File: src/rtl/dcache_ctrl.sv
// Blocking L1 data-cache controller: sequences D_SRAM lookups, dirty write-back and block fill.
// Optional hit/miss/write-back counters are built when DCACHE_STATS_EN is defined.
module dcache_ctrl #(
  parameter int ADDR_W      = 32,
  parameter int INDEX_W     = 5,
  parameter int BLOCK_BYTES = 32,
  localparam int OFF_W  = $clog2(BLOCK_BYTES),
  localparam int TAG_W  = ADDR_W - INDEX_W - OFF_W,
  localparam int BLK_W  = 8 * BLOCK_BYTES,
  localparam int BA_W   = TAG_W + INDEX_W
) (
  input  logic                   clk,
  input  logic                   rst,
  input  logic                   cpu_req,
  input  logic                   cpu_wen,
  input  logic [ADDR_W-1:0]      cpu_addr,
  input  logic [31:0]            cpu_wdata,
  input  logic [3:0]             cpu_be,
  output logic                   cpu_ready,
  output logic                   cpu_done,
  output logic [31:0]            cpu_rdata,
  output logic                   sram_en,
  output logic                   sram_wen,
  output logic                   sram_memWen,
  output logic [BLOCK_BYTES-1:0] sram_bytesAccess,
  output logic [BA_W-1:0]        sram_blockAddr,
  output logic [BLK_W-1:0]       sram_dataIn,
  input  logic                   sram_hit,
  input  logic                   sram_dirty,
  input  logic [TAG_W-1:0]       sram_victimTag,
  input  logic [BLK_W-1:0]       sram_dataOut,
  output logic                   mem_req,
  output logic                   mem_wen,
  output logic [BA_W-1:0]        mem_addr,
  output logic [BLK_W-1:0]       mem_wdata,
  input  logic                   mem_ready,
  input  logic [BLK_W-1:0]       mem_rdata,
  output logic [31:0]            stat_hits,
  output logic [31:0]            stat_misses,
  output logic [31:0]            stat_wbs
);

  localparam int WSEL_W = OFF_W - 2;
  localparam int WS_W   = (WSEL_W > 0) ? WSEL_W : 1;
  localparam int NWORDS = BLOCK_BYTES / 4;

  typedef enum logic [2:0] {IDLE, LOOKUP, WRHIT, WB, FILL, REISSUE} state_t;

  state_t state, nextState;

  logic [BA_W-1:0]  reqBlock;
  logic [WS_W-1:0]  reqWsel;
  logic             reqWen;
  logic [31:0]      reqWdata;
  logic [3:0]       reqBe;
  logic [TAG_W-1:0] victimTag;
  logic [BLK_W-1:0] victimData;

  logic [BA_W-1:0]  cpuBlock;
  logic [WS_W-1:0]  cpuWsel;
  logic             unusedAddrLsb;

  assign cpuBlock      = cpu_addr[ADDR_W-1:OFF_W];
  assign unusedAddrLsb = ^cpu_addr[1:0];

  generate
    if (WSEL_W > 0) begin : gWsel
      assign cpuWsel = cpu_addr[OFF_W-1:2];
    end else begin : gNoWsel
      assign cpuWsel = '0;
    end
  endgenerate

  function automatic logic [31:0] selectWord(input logic [BLK_W-1:0] blk, input logic [WS_W-1:0] ws);
    return blk[{ws, 5'b00000} +: 32];
  endfunction

  function automatic logic [BLOCK_BYTES-1:0] byteMask(input logic [3:0] be, input logic [WS_W-1:0] ws);
    logic [BLOCK_BYTES-1:0] m;
    m      = '0;
    m[3:0] = be;
    return m << {ws, 2'b00};
  endfunction

  // State register and request/victim capture
  always_ff @(posedge clk or negedge rst) begin
    if (!rst) begin
      state      <= IDLE;
      reqBlock   <= '0;
      reqWsel    <= '0;
      reqWen     <= 1'b0;
      reqWdata   <= '0;
      reqBe      <= '0;
      victimTag  <= '0;
      victimData <= '0;
    end else begin
      state <= nextState;
      if (state == IDLE && cpu_req) begin
        reqBlock <= cpuBlock;
        reqWsel  <= cpuWsel;
        reqWen   <= cpu_wen;
        reqWdata <= cpu_wdata;
        reqBe    <= cpu_be;
      end
      if (state == LOOKUP && !sram_hit && sram_dirty) begin
        victimTag  <= sram_victimTag;
        victimData <= sram_dataOut;
      end
    end
  end

  // Next state and all outputs
  always_comb begin
    nextState        = state;
    cpu_ready        = 1'b0;
    cpu_done         = 1'b0;
    cpu_rdata        = '0;
    sram_en          = 1'b0;
    sram_wen         = 1'b0;
    sram_memWen      = 1'b0;
    sram_bytesAccess = '0;
    sram_blockAddr   = '0;
    sram_dataIn      = '0;
    mem_req          = 1'b0;
    mem_wen          = 1'b0;
    mem_addr         = '0;
    mem_wdata        = '0;
    case (state)
      IDLE: begin
        cpu_ready = 1'b1;
        if (cpu_req) begin
          sram_en        = 1'b1;
          sram_blockAddr = cpuBlock;
          nextState      = LOOKUP;
        end
      end
      LOOKUP: begin
        if (sram_hit) begin
          if (reqWen) begin
            nextState = WRHIT;
          end else begin
            cpu_done  = 1'b1;
            cpu_rdata = selectWord(sram_dataOut, reqWsel);
            nextState = IDLE;
          end
        end else if (sram_dirty) begin
          nextState = WB;
        end else begin
          nextState = FILL;
        end
      end
      WRHIT: begin
        sram_en          = 1'b1;
        sram_wen         = 1'b1;
        sram_bytesAccess = byteMask(reqBe, reqWsel);
        sram_blockAddr   = reqBlock;
        sram_dataIn      = {NWORDS{reqWdata}};
        cpu_done         = 1'b1;
        nextState        = IDLE;
      end
      WB: begin
        mem_req   = 1'b1;
        mem_wen   = 1'b1;
        mem_addr  = {victimTag, reqBlock[INDEX_W-1:0]};
        mem_wdata = victimData;
        if (mem_ready) nextState = FILL;
      end
      FILL: begin
        mem_req  = 1'b1;
        mem_addr = reqBlock;
        if (mem_ready) begin
          // The fill lands in the array the same cycle the memory returns it
          sram_en          = 1'b1;
          sram_wen         = 1'b1;
          sram_memWen      = 1'b1;
          sram_bytesAccess = '1;
          sram_blockAddr   = reqBlock;
          sram_dataIn      = mem_rdata;
          nextState        = REISSUE;
        end
      end
      REISSUE: begin
        sram_en        = 1'b1;
        sram_blockAddr = reqBlock;
        nextState      = LOOKUP;
      end
      default: nextState = IDLE;
    endcase
  end

`ifdef DCACHE_STATS_EN
  logic [31:0] hitCnt, missCnt, wbCnt;
  logic        reissued;

  // The lookup after a reissue is a guaranteed hit and must not skew the counts
  always_ff @(posedge clk or negedge rst) begin
    if (!rst) begin
      hitCnt   <= '0;
      missCnt  <= '0;
      wbCnt    <= '0;
      reissued <= 1'b0;
    end else begin
      if (state == IDLE && cpu_req) reissued <= 1'b0;
      if (state == REISSUE) reissued <= 1'b1;
      if (state == LOOKUP && !reissued) begin
        if (sram_hit) hitCnt <= hitCnt + 32'd1;
        else          missCnt <= missCnt + 32'd1;
      end
      if (state == WB && mem_ready) wbCnt <= wbCnt + 32'd1;
    end
  end

  assign stat_hits   = hitCnt;
  assign stat_misses = missCnt;
  assign stat_wbs    = wbCnt;
`else
  assign stat_hits   = '0;
  assign stat_misses = '0;
  assign stat_wbs    = '0;
`endif

endmodule

File: config.mk
export PLATFORM = sky130hd
export DESIGN_NAME = dcache_ctrl
export DESIGN_NICKNAME = d
export VERILOG_FILES = /design/src/rtl/dcache_ctrl.sv
export SDC_FILE = /design/constraint.sdc
export NUM_CORES = 1
export LEC_CHECK = 0
export BUFFER_PORTS_ARGS = -buffer_cell sky130_fd_sc_hd__buf_2
export CORE_AREA = 2 2 516 518
export DETAILED_ROUTE_END_ITERATION = 6
export DIE_AREA = 0 0 518 520
export PLACE_DENSITY_LB_ADDON = 0.3
export SETUP_SLACK_MARGIN = 0.05
export SYNTH_ARGS = -nofsm -noshare
export SYNTH_HDL_FRONTEND = slang
export SYNTH_SLANG_ARGS = --single-unit
File: constraint.sdc
create_clock -name clk -period 1.9 [get_ports clk]
set_clock_uncertainty 0.05 [all_clocks]
set_input_delay 0.095 -clock clk [delete_from_list [all_inputs] [get_ports clk]]
set_output_delay 0.095 -clock clk [all_outputs]
set_load 0.01 [all_outputs]
==> impl_metrics.tcl <==
set metrics [dict create \
    status "finished, violations left" \
    violations "setup timing" \
    drcViolationCount 0 \
    die_h_um 520 \
    num-nets-final 4337 \
    rows 189 \
    crit_type "reg -> out" \
    ys_top_cells_by_count "348 x dfrtp_1, 289 x and2_1, 257 x a21o_1" \
    max_freq_ghz 0.366 \
    worstMarginPinSlew_ns 0.570 \
    ir_worst_vdd_mv 0.726 \
    coreArea_mm2 0.264 \
    numCtsBuffers 53 \
    holdWs_ns 0.104 \
    area_growth_pct 123 \
    min_period_ns 2.73 \
    rsz0062_at_grt "yes" \
    ys_types 37 \
    reg2regPathDepth 7 \
    avgRoutedWirePerCell_um 28.4 \
    clk_latency_ns 0.70 \
    setup_ws_ns -0.831 \
    top_layer "met5" \
    synth_area_leader_cell "dfrtp_1" \
    synth-edff-count 0 \
    end_kind "output pin" \
    yosysMostFrequentCell "dfrtp_1" \
    dieWidth_um 518 \
    grt_first_pass_wirelength_um 246000 \
    p_int_mw 35.0 \
    wl_met2_um 107000 \
    drv_slew 0 \
    powerDensity_mw_per_mm2 1260 \
    cp-start-kind "flop" \
    io_buffer_count 1243 \
    gp_congestion 1.08 \
    place_hpwl_um 162000 \
    clkTransAtPathRegs_ns 0.06 \
    place_inst 6692 \
    instances_no_fill 7333 \
    m1WireLength_um 70800 \
    antenna_found_initial 123 \
    ioPinCount 1342 \
    drive_gt1_frac 0.608 \
    worst-path-max-fanout 8 \
    power_frac_clock 0.180 \
    leakage_nw 22.8 \
    routed_wl_um 208000 \
    grt_usage 0.138 \
    dr.pass1.iters 5 \
    critPathArrivalTime_ns 2.59 \
    clock-sinks 348 \
    syn_area_per_cell_um2 11.1 \
    hold_path_class "in -> reg" \
    power_switching_mw 23.6 \
    swShare 0.402 \
    combPwrFrac 0.587 \
    fin_crit_sh 1.44 \
    dpl-instance-area_mm2 0.0335 \
    dieArea_mm2 0.269 \
    syn_inst 1871 \
    critPathRequiredTime_ns 1.75 \
    synth_ff_type "dfrtp_1" \
    vias 24100 \
    finalHoldViolCount 0 \
    relSlewSlack 0.609 \
    ant_nets 0 \
    seq_area_frac_synth 0.418 \
    p_seq_frac 0.234 \
    syn_area_mm2 0.0208 \
    hold_path_depth 3 \
    grt_max_degree 48 \
    yosysTopAreaCellShare 0.418 \
    synthArstFlopShare 1.00 \
    netlist_top_cells_area "dfrtp_1 42%, mux2_1 12%, mux2_2 10%" \
    grt_pass1_vias 24100 \
    yosys_warnings 0 \
    clk_path_buf_depth 3 \
    synth-seq-cells 348 \
    setup_viol 909 \
    grt_overflow 0 \
    start_util 0.0789 \
    dr.first_iter.drc_count 1081 \
    final_cell_area_mm2 0.0463 \
    max_cap_violations 0 \
    h-tree-depth 2 \
    cts_tree "built" \
    cts_root_buffer "clkbuf_16" \
    met3_length_um 16900 \
    viasPerCell 3.29 \
]
## registers in the layout (all words and copies together), names as in the netlist
register    cells
victimData    256
reqWdata       32
reqBlock       27
victimTag      22
reqBe           4
reqWsel         3
state           3
reqWen          1
## worst paths after layout
path | slack (ns) | startpoint | end
hold / removal | 0.10 | sram_dataOut[110] | victimData[110]
setup reg to reg | -0.22 | state[0] | reqWdata[29]
hold reg to reg | 0.44 | victimData[219] | victimData[219]
min in group asynchronous | 0.57 | rst | victimData[114]
setup / recovery | -0.83 | state[2] | sram_bytesAccess[18]
max in group asynchronous | 0.66 | rst | victimData[251]
## cells in the final DEF (no fill, tap or decap), types with 92 or more instances in the layout
cell type | synthesis | routed
a21o_1 | 257 | 237
mux2_1 | 220 | 220
buf_4 | 103 | 92
buf_2 | 88 | 812
buf_6 | 4 | 475
conb_1 | 1 | 96
buf_12 | 0 | 132
and2_4 | 0 | 260
dfrtp_1 | 348 | 343
dlygate4sd3_1 | 0 | 353
mux2_2 | 189 | 188
clkbuf_16 | 0 | 103
## cells by family after synthesis
group,share of synthesized area
other,0.000180
buffers and inverters,0.0753
muxes,0.252
and+or+nand+nor,0.108
AOI/OAI and AO/OA,0.146
DFF,0.418
## stage by stage
step | TNS, ns | util | total power, mW | setup slack [ns]
final | -458.24 | 0.176 | 58.6 | -0.831
after global routing | -544.85 | 0.175 | 61.3 | -0.940
after CTS | -516.10 | 0.152 | 52.0 | -0.942
after detailed placement | -44.70 | 0.127 | 38.6 | -0.471
after global placement | -46.26 | 0.127 | 38.5 | -0.486
after floorplan | 0 | - | 25.0 | 0.0547
## critical path, cell delays in order, from the launching register on
cell and delay (ns):
dfrtp_2 0.45, buf_6 0.14, buf_6 0.11, or3b_4 0.37
or3_4 0.50, o21ai_2 0.16, buf_2 0.15
## power groups by stage
stage / Sequential (mW) / Clock, mW / Combinational, mW
after detailed placement: 13.5 / 0 / 25.2
after global placement: 13.3 / 0 / 25.1
final: 13.7 / 10.5 / 34.4
after CTS: 13.4 / 11.0 / 27.6
after global routing: 14.1 / 11.2 / 36.0
after floorplan: 12.5 / 0 / 12.5
## timing repair
action / in CTS / in global routing
resized for setup: 195 / 1126
pin swaps: 48 / 340
endpoints found under the setup margin: 937 / 983
setup buffers: 19 / 68
hold endpoints to repair: 696 / 0
hold buffers: 354 / 0
gates cloned: 16 / 67
## layout make-up
| type | count | area [µm²] |
|---|---|---|
| clock inverters | 22 | 288 |
| repair inverters | 3 | 76.3 |
| inverters | 2 | 33.8 |
| repair buffers | 1979 | 18800 |
| clock buffers | 75 | 1510 |
| flip-flops and latches | 348 | 8720 |
| multi-input cells | 1341 | 12400 |
| diodes | 30 | 75.1 |
| well taps | 3533 | 4420 |
| fillers | 29400 | 218000 |
## metal layers
layer	vias up	GRT usage
li1	10200	-
met1	12100	0.139
met2	1317	0.251
met3	407	0.0459
met4	82	0.0677
met5	-	0
Power figures use the tool's default switching activity.
